==> config.mk <==
export PLATFORM = sky130hd
export DESIGN_NAME = adc_result_collector_flat
export DESIGN_NICKNAME = d
export VERILOG_FILES = /design/src/rtl/adc_result_collector_if.sv /design/src/rtl/adc_result_collector.sv /design/src/flat_wrapper.sv
export SDC_FILE = /design/constraint.sdc
export NUM_CORES = 1
export LEC_CHECK = 0
export ABC_AREA = 1
export BUFFER_PORTS_ARGS = -buffer_cell sky130_fd_sc_hd__buf_2
export CORE_AREA = 2 2 88 90
export DETAILED_ROUTE_END_ITERATION = 8
export DIE_AREA = 0 0 90 92
export GPL_ROUTABILITY_DRIVEN = 1
export GPL_TIMING_DRIVEN = 0
export PLACE_DENSITY_LB_ADDON = 0.08
export SYNTH_ARGS = -nofsm -noshare
export SYNTH_HDL_FRONTEND = slang
export SYNTH_SLANG_ARGS = --single-unit
==> constraint.sdc <==
create_clock -name clk -period 4.4 [get_ports clk]
set_input_delay 0.22 -clock clk [delete_from_list [all_inputs] [get_ports clk]]
set_output_delay 0.22 -clock clk [all_outputs]
set_load 0.1 [all_outputs]
==> src/rtl/adc_result_collector_if.sv <==
// Bus between the ADC/consumer side and the result collector.
interface adc_result_collector_if #(
  parameter int MATRIX_BITS = 12,
  parameter int FIFO_DEPTH  = 4
);
  logic                           conv_finished;
  logic [MATRIX_BITS-1:0]         result;
  logic                           enable_capture;
  logic [1:0]                     dec_control;
  logic [MATRIX_BITS+2:0]         data_out;
  logic                           data_valid;
  logic                           data_ready;
  logic [$clog2(FIFO_DEPTH):0]    fifo_level;
  logic                           overflow;
  logic                           clear_overflow;

  // ADC + consumer side
  modport master (
    output conv_finished, result, enable_capture, dec_control, data_ready, clear_overflow,
    input  data_out, data_valid, fifo_level, overflow
  );

  // Collector side
  modport slave (
    input  conv_finished, result, enable_capture, dec_control, data_ready, clear_overflow,
    output data_out, data_valid, fifo_level, overflow
  );
endinterface

==> src/rtl/adc_result_collector.sv <==
// ADC result collector: edge-detects end-of-conversion, sums 1/2/4/8 results
// per output word and queues the sums in a small FIFO with sticky overflow.
module adc_result_collector #(
  parameter int MATRIX_BITS = 12,
  parameter int FIFO_DEPTH  = 4
) (
  input  logic                  clk,
  input  logic                  rst,
  adc_result_collector_if.slave bus
);
  localparam int W  = MATRIX_BITS + 3;
  localparam int AW = $clog2(FIFO_DEPTH);
  localparam logic [AW:0] LVL_FULL = (AW+1)'(FIFO_DEPTH);

  logic           r_conv_d;
  logic [W-1:0]   r_acc;
  logic [2:0]     r_cnt;
  logic [3:0]     r_n;
  logic [W-1:0]   r_mem [FIFO_DEPTH];
  logic [AW-1:0]  r_wr, r_rd;
  logic [AW:0]    r_level;
  logic           r_ovf;

  logic           w_cap, w_take, w_push, w_pop, w_full, w_accept, w_drop;
  logic [3:0]     w_n_sel, w_n_cur, w_cnt_nxt;
  logic [W-1:0]   w_sum;

  // Capture detection, block-size selection and FIFO push/pop decisions
  always_comb begin
    w_cap  = bus.conv_finished & ~r_conv_d;
    w_take = w_cap & bus.enable_capture;
    case (bus.dec_control)
      2'b00:   w_n_sel = 4'd1;
      2'b01:   w_n_sel = 4'd2;
      2'b10:   w_n_sel = 4'd4;
      default: w_n_sel = 4'd8;
    endcase
    // the first capture of a block uses the live select, later ones the latched N
    w_n_cur   = (r_cnt == 3'd0) ? w_n_sel : r_n;
    w_cnt_nxt = {1'b0, r_cnt} + 4'd1;
    w_sum     = r_acc + {3'b000, bus.result};
    w_push    = w_take & (w_cnt_nxt == w_n_cur);
    w_full    = (r_level == LVL_FULL);
    w_pop     = (r_level != '0) & bus.data_ready;
    w_accept  = w_push & (~w_full | w_pop);
    w_drop    = w_push & w_full & ~w_pop;
  end

  // Accumulator, block counter and latched decimation factor
  always_ff @(posedge clk) begin
    if (rst) begin
      r_conv_d <= 1'b1;   // idle-high ADC flag across reset must not look like an edge
      r_acc    <= '0;
      r_cnt    <= '0;
      r_n      <= 4'd1;
    end else begin
      r_conv_d <= bus.conv_finished;
      if (!bus.enable_capture) begin
        r_acc <= '0;
        r_cnt <= '0;
      end else if (w_take) begin
        if (r_cnt == 3'd0) r_n <= w_n_sel;
        if (w_push) begin
          r_acc <= '0;
          r_cnt <= '0;
        end else begin
          r_acc <= w_sum;
          r_cnt <= w_cnt_nxt[2:0];
        end
      end
    end
  end

  // FIFO pointers, level and sticky overflow
  always_ff @(posedge clk) begin
    if (rst) begin
      r_wr    <= '0;
      r_rd    <= '0;
      r_level <= '0;
      r_ovf   <= 1'b0;
    end else begin
      if (w_accept) r_wr <= r_wr + AW'(1);
      if (w_pop)    r_rd <= r_rd + AW'(1);
      case ({w_accept, w_pop})
        2'b10:   r_level <= r_level + (AW+1)'(1);
        2'b01:   r_level <= r_level - (AW+1)'(1);
        default: r_level <= r_level;
      endcase
      // a new drop wins over a simultaneous clear
      if (w_drop)                   r_ovf <= 1'b1;
      else if (bus.clear_overflow)  r_ovf <= 1'b0;
    end
  end

  // FIFO storage, no reset needed: level gates visibility
  always_ff @(posedge clk) begin
    if (w_accept) r_mem[r_wr] <= w_sum;
  end

  assign bus.data_valid = (r_level != '0);
  assign bus.data_out   = (r_level != '0) ? r_mem[r_rd] : '0;
  assign bus.fifo_level = r_level;
  assign bus.overflow   = r_ovf;
endmodule

==> src/flat_wrapper.sv <==
// flat-port wrapper written by rule: the top's interface ports become plain ports
module adc_result_collector_flat 
#(
  parameter int MATRIX_BITS = 12,
  parameter int FIFO_DEPTH  = 4
)
  (clk, rst, bus_conv_finished, bus_result, bus_enable_capture, bus_dec_control, bus_data_ready, bus_clear_overflow, bus_data_out, bus_data_valid, bus_fifo_level, bus_overflow);
  adc_result_collector_if #(.MATRIX_BITS(MATRIX_BITS), .FIFO_DEPTH(FIFO_DEPTH)) bus_i ();
  input  logic clk;
  input  logic rst;
  input wire logic [$bits(bus_i.conv_finished)-1:0] bus_conv_finished;
  input wire logic [$bits(bus_i.result)-1:0] bus_result;
  input wire logic [$bits(bus_i.enable_capture)-1:0] bus_enable_capture;
  input wire logic [$bits(bus_i.dec_control)-1:0] bus_dec_control;
  input wire logic [$bits(bus_i.data_ready)-1:0] bus_data_ready;
  input wire logic [$bits(bus_i.clear_overflow)-1:0] bus_clear_overflow;
  output wire logic [$bits(bus_i.data_out)-1:0] bus_data_out;
  output wire logic [$bits(bus_i.data_valid)-1:0] bus_data_valid;
  output wire logic [$bits(bus_i.fifo_level)-1:0] bus_fifo_level;
  output wire logic [$bits(bus_i.overflow)-1:0] bus_overflow;
  assign bus_i.conv_finished = bus_conv_finished;
  assign bus_i.result = bus_result;
  assign bus_i.enable_capture = bus_enable_capture;
  assign bus_i.dec_control = bus_dec_control;
  assign bus_i.data_ready = bus_data_ready;
  assign bus_i.clear_overflow = bus_clear_overflow;
  assign bus_data_out = bus_i.data_out;
  assign bus_data_valid = bus_i.data_valid;
  assign bus_fifo_level = bus_i.fifo_level;
  assign bus_overflow = bus_i.overflow;
  adc_result_collector #(.MATRIX_BITS(MATRIX_BITS), .FIFO_DEPTH(FIFO_DEPTH)) u_core (.clk(clk), .rst(rst), .bus(bus_i));
endmodule
==> impl_metrics.py <==
metrics = {
    "synth": {
        "syn_area_sq_um": 4580,
        "yosys-top-cells-area": "edfxtp_1 39%, dfxtp_1 14%, nand2_1 8.1%",
        "ys_seq_elements": 93,
        "yosysUniqueCellTypes": 33,
        "yosysTopAreaCell": "edfxtp_1",
        "synthesis.instances": 517,
        "avgSynthCellArea_sq_um": 8.86,
        "yosys.area.top_type_share_pct": 39.4,
        "synth_seq_area_share_pct": 53.8,
        "syn-num-nets": 557,
        "ys.warnings.count": 0,
    },
    "clock_network": {
        "hold_buffers": 0,
        "clockRootBuffer": "clkbuf_8",
        "cts_buffers": 9,
        "cts_resized": 0,
        "clockBufferDepth": 2,
        "tritoncts": "yes",
        "cts_num_sinks": 93,
        "insertion_delay_ns": 0.36,
        "clk_pin_slew_ns": 0.09,
        "post_cts_buffers": 0,
        "htree_levels": 3,
    },
    "timing": {
        "rsz0062_at_grt": "false",
        "tightest_slew_ns": 1.26,
        "period_needed_ns": 2.97,
        "tns_ns": 0,
        "min_period_over_period_pct": 67.4,
        "slew_headroom_pct": 15.4,
        "fmaxAchievable_mhz": 337,
        "final-hold-violation-count": 0,
        "finalSetupViolCount": 0,
        "clock_skew_ns": 0.00725,
        "drv_slew": 0,
    },
    "worst_setup_path": {
        "r2r_slack_ns": 1.43,
        "worstPathMaxFanout": 15,
        "cp-start-kind": "flip-flop",
        "arrival_ns": 2.94,
        "cp-end-kind": "flip-flop",
        "critical_path_class": "flip-flop to flip-flop",
        "cp.required_ns": 4.38,
    },
    "run": {
        "maxCapViolations": 0,
    },
    "finish": {
        "drive_above_1_share_pct": 15.7,
        "fillers": 624,
        "postLayoutCellArea_sq_um": 5090,
        "area_growth_pct": 11.2,
        "nets": 607,
        "layout_common_cells": "99 x nand2_1, 79 x nor2_1, 60 x edfxtp_1",
        "diodes": 0,
        "final_common_cell": "nand2_1",
    },
    "route": {
        "drc": 0,
        "wl_um": 9320,
        "vias_per_cell": 5.18,
        "drt_iter0_drc": 168,
        "wire_per_inst_um": 13.8,
        "ant_nets": 0,
        "vias": 3488,
        "firstDrtPassIters": 4,
    },
    "place": {
        "dpl-instance-area_sq_um": 4900,
        "dp_hpwl_um": 6630,
        "portBuffers": 39,
        "gp_congestion": 0.888,
    },
    "pwr": {
        "power_mw": 2.77,
        "p_per_area_nw_per_um2": 545,
        "power_leakage_nw": 2.12,
        "irDropWorstVdd_mv": 0.311,
    },
    "die": {
        "start_util_pct": 61.5,
        "dieArea_sq_um": 8280,
        "core_sq_um": 7450,
        "chipWidth_um": 90,
        "io_pins": 40,
        "rows": 32,
        "die_h_um": 92,
    },
    "status": {
        "status": "complete, no violations",
    },
    "global_routing": {
        "grt_start_max_net_pins": 18,
        "grt_usage_pct": 24.2,
        "overflow": 0,
        "antenna_found_initial": 0,
        "grt_pass1_vias": 3348,
        "grt_pass1_wl_um": 15600,
    },
    "min_path": {
        "hold_path.class": "primary input to flip-flop",
    },
}
sequential cells by signal, indices dropped and copies added, names as in the netlist, named ones only:
name,cells
u_core.r_mem,60
u_core.r_acc,15
u_core.r_n,4
u_core.bus.fifo_level,3
u_core.r_cnt,3
u_core.r_rd,2
u_core.r_wr,2
u_core.bus.overflow,1
u_core.r_conv_d,1
critical path, stage by stage, from the launching register on:
cell,delay (ns)
dfxtp_1,0.34
inv_1,0.12
ha_1,0.19
inv_1,0.06
nor2_2,0.19
nand2_1,0.10
nand3_1,0.08
nand3_1,0.10
nor2_2,0.16
nand2_4,0.08
inv_1,0.07
nand2_2,0.11
nor2_1,0.97
where the power goes:
group	leakage, nW	total [mW]	switching [mW]	internal, mW
combinational	1.23	1.27	1.07	0.193
clock	0.0873	0.533	0.316	0.217
sequential	0.808	0.972	0.0202	0.952
cell families after synthesis:
family,share of synthesized area (%)
AOI/OAI and AO/OA,11.3
xor gates and xnor gates,1.53
adders and majority gates,5.79
buffers and inverters,6.26
DFF,53.8
and+or+nand+nor,21.3
path summary, 6_finish.rpt:
| path | start | endpoint | cells past startpoint |
|---|---|---|---|
| max | u_core.r_cnt[0] | u_core.r_mem[2][3] | 12 |
| min | rst | u_core.bus.overflow | 2 |
| max reg2reg | u_core.r_cnt[0] | u_core.r_mem[2][3] | 12 |
| min reg2reg | u_core.r_rd[1] | u_core.r_rd[1] | 2 |
metrics by stage:
stage	worst slack [ns]	cells	utilization (%)	hold slack [ns]
6_report	1.43	674	68.4	0.0585
4_1_cts	1.27	674	68.3	0.0527
5_1_grt	1.11	674	68.4	0.0713
2_1_floorplan	0.486	517	-	0.289
3_5_place_dp	1.30	658	65.8	0.442
3_3_place_gp	1.33	658	65.8	0.436
metal layers:
metal,up-vias,share of wire [%],global-route usage (%)
met5,-,0,0
met4,0,2.0,8.97
met3,16,4.9,4.35
met2,66,50,42.5
met1,1596,43,30.1
li1,1810,-,-
synthesized netlist by cell type (all sizes together):
| cell type | number |
|---|---|
| nand3 | 25 |
| nand2 | 114 |
| o21ai | 37 |
| xor2 | 8 |
| clkbuf | 12 |
| dfxtp | 33 |
| nor3 | 2 |
| nand4 | 3 |
| ha | 18 |
| nor2 | 85 |
| o21a | 1 |
| nand3b | 2 |
| fa | 2 |
| o211ai | 2 |
| a31oi | 1 |
| edfxtp | 60 |
| clkinv | 1 |
| a21o | 2 |
| o22ai | 2 |
| a21oi | 48 |
| buf | 3 |
| a32oi | 1 |
| inv | 55 |
layout make-up:
class	count	area, sq um	area share, %
buffer	15	73.8	1.45
inverter	56	213	4.18
clock buffer	10	128	2.51
timing repair buffer	39	195	3.83
tap	102	128	2.51
multi-input combinational	353	1840	36.1
clock inverter	6	55.1	1.08
sequential	93	2460	48.4
Power figures use the tool's default switching activity.
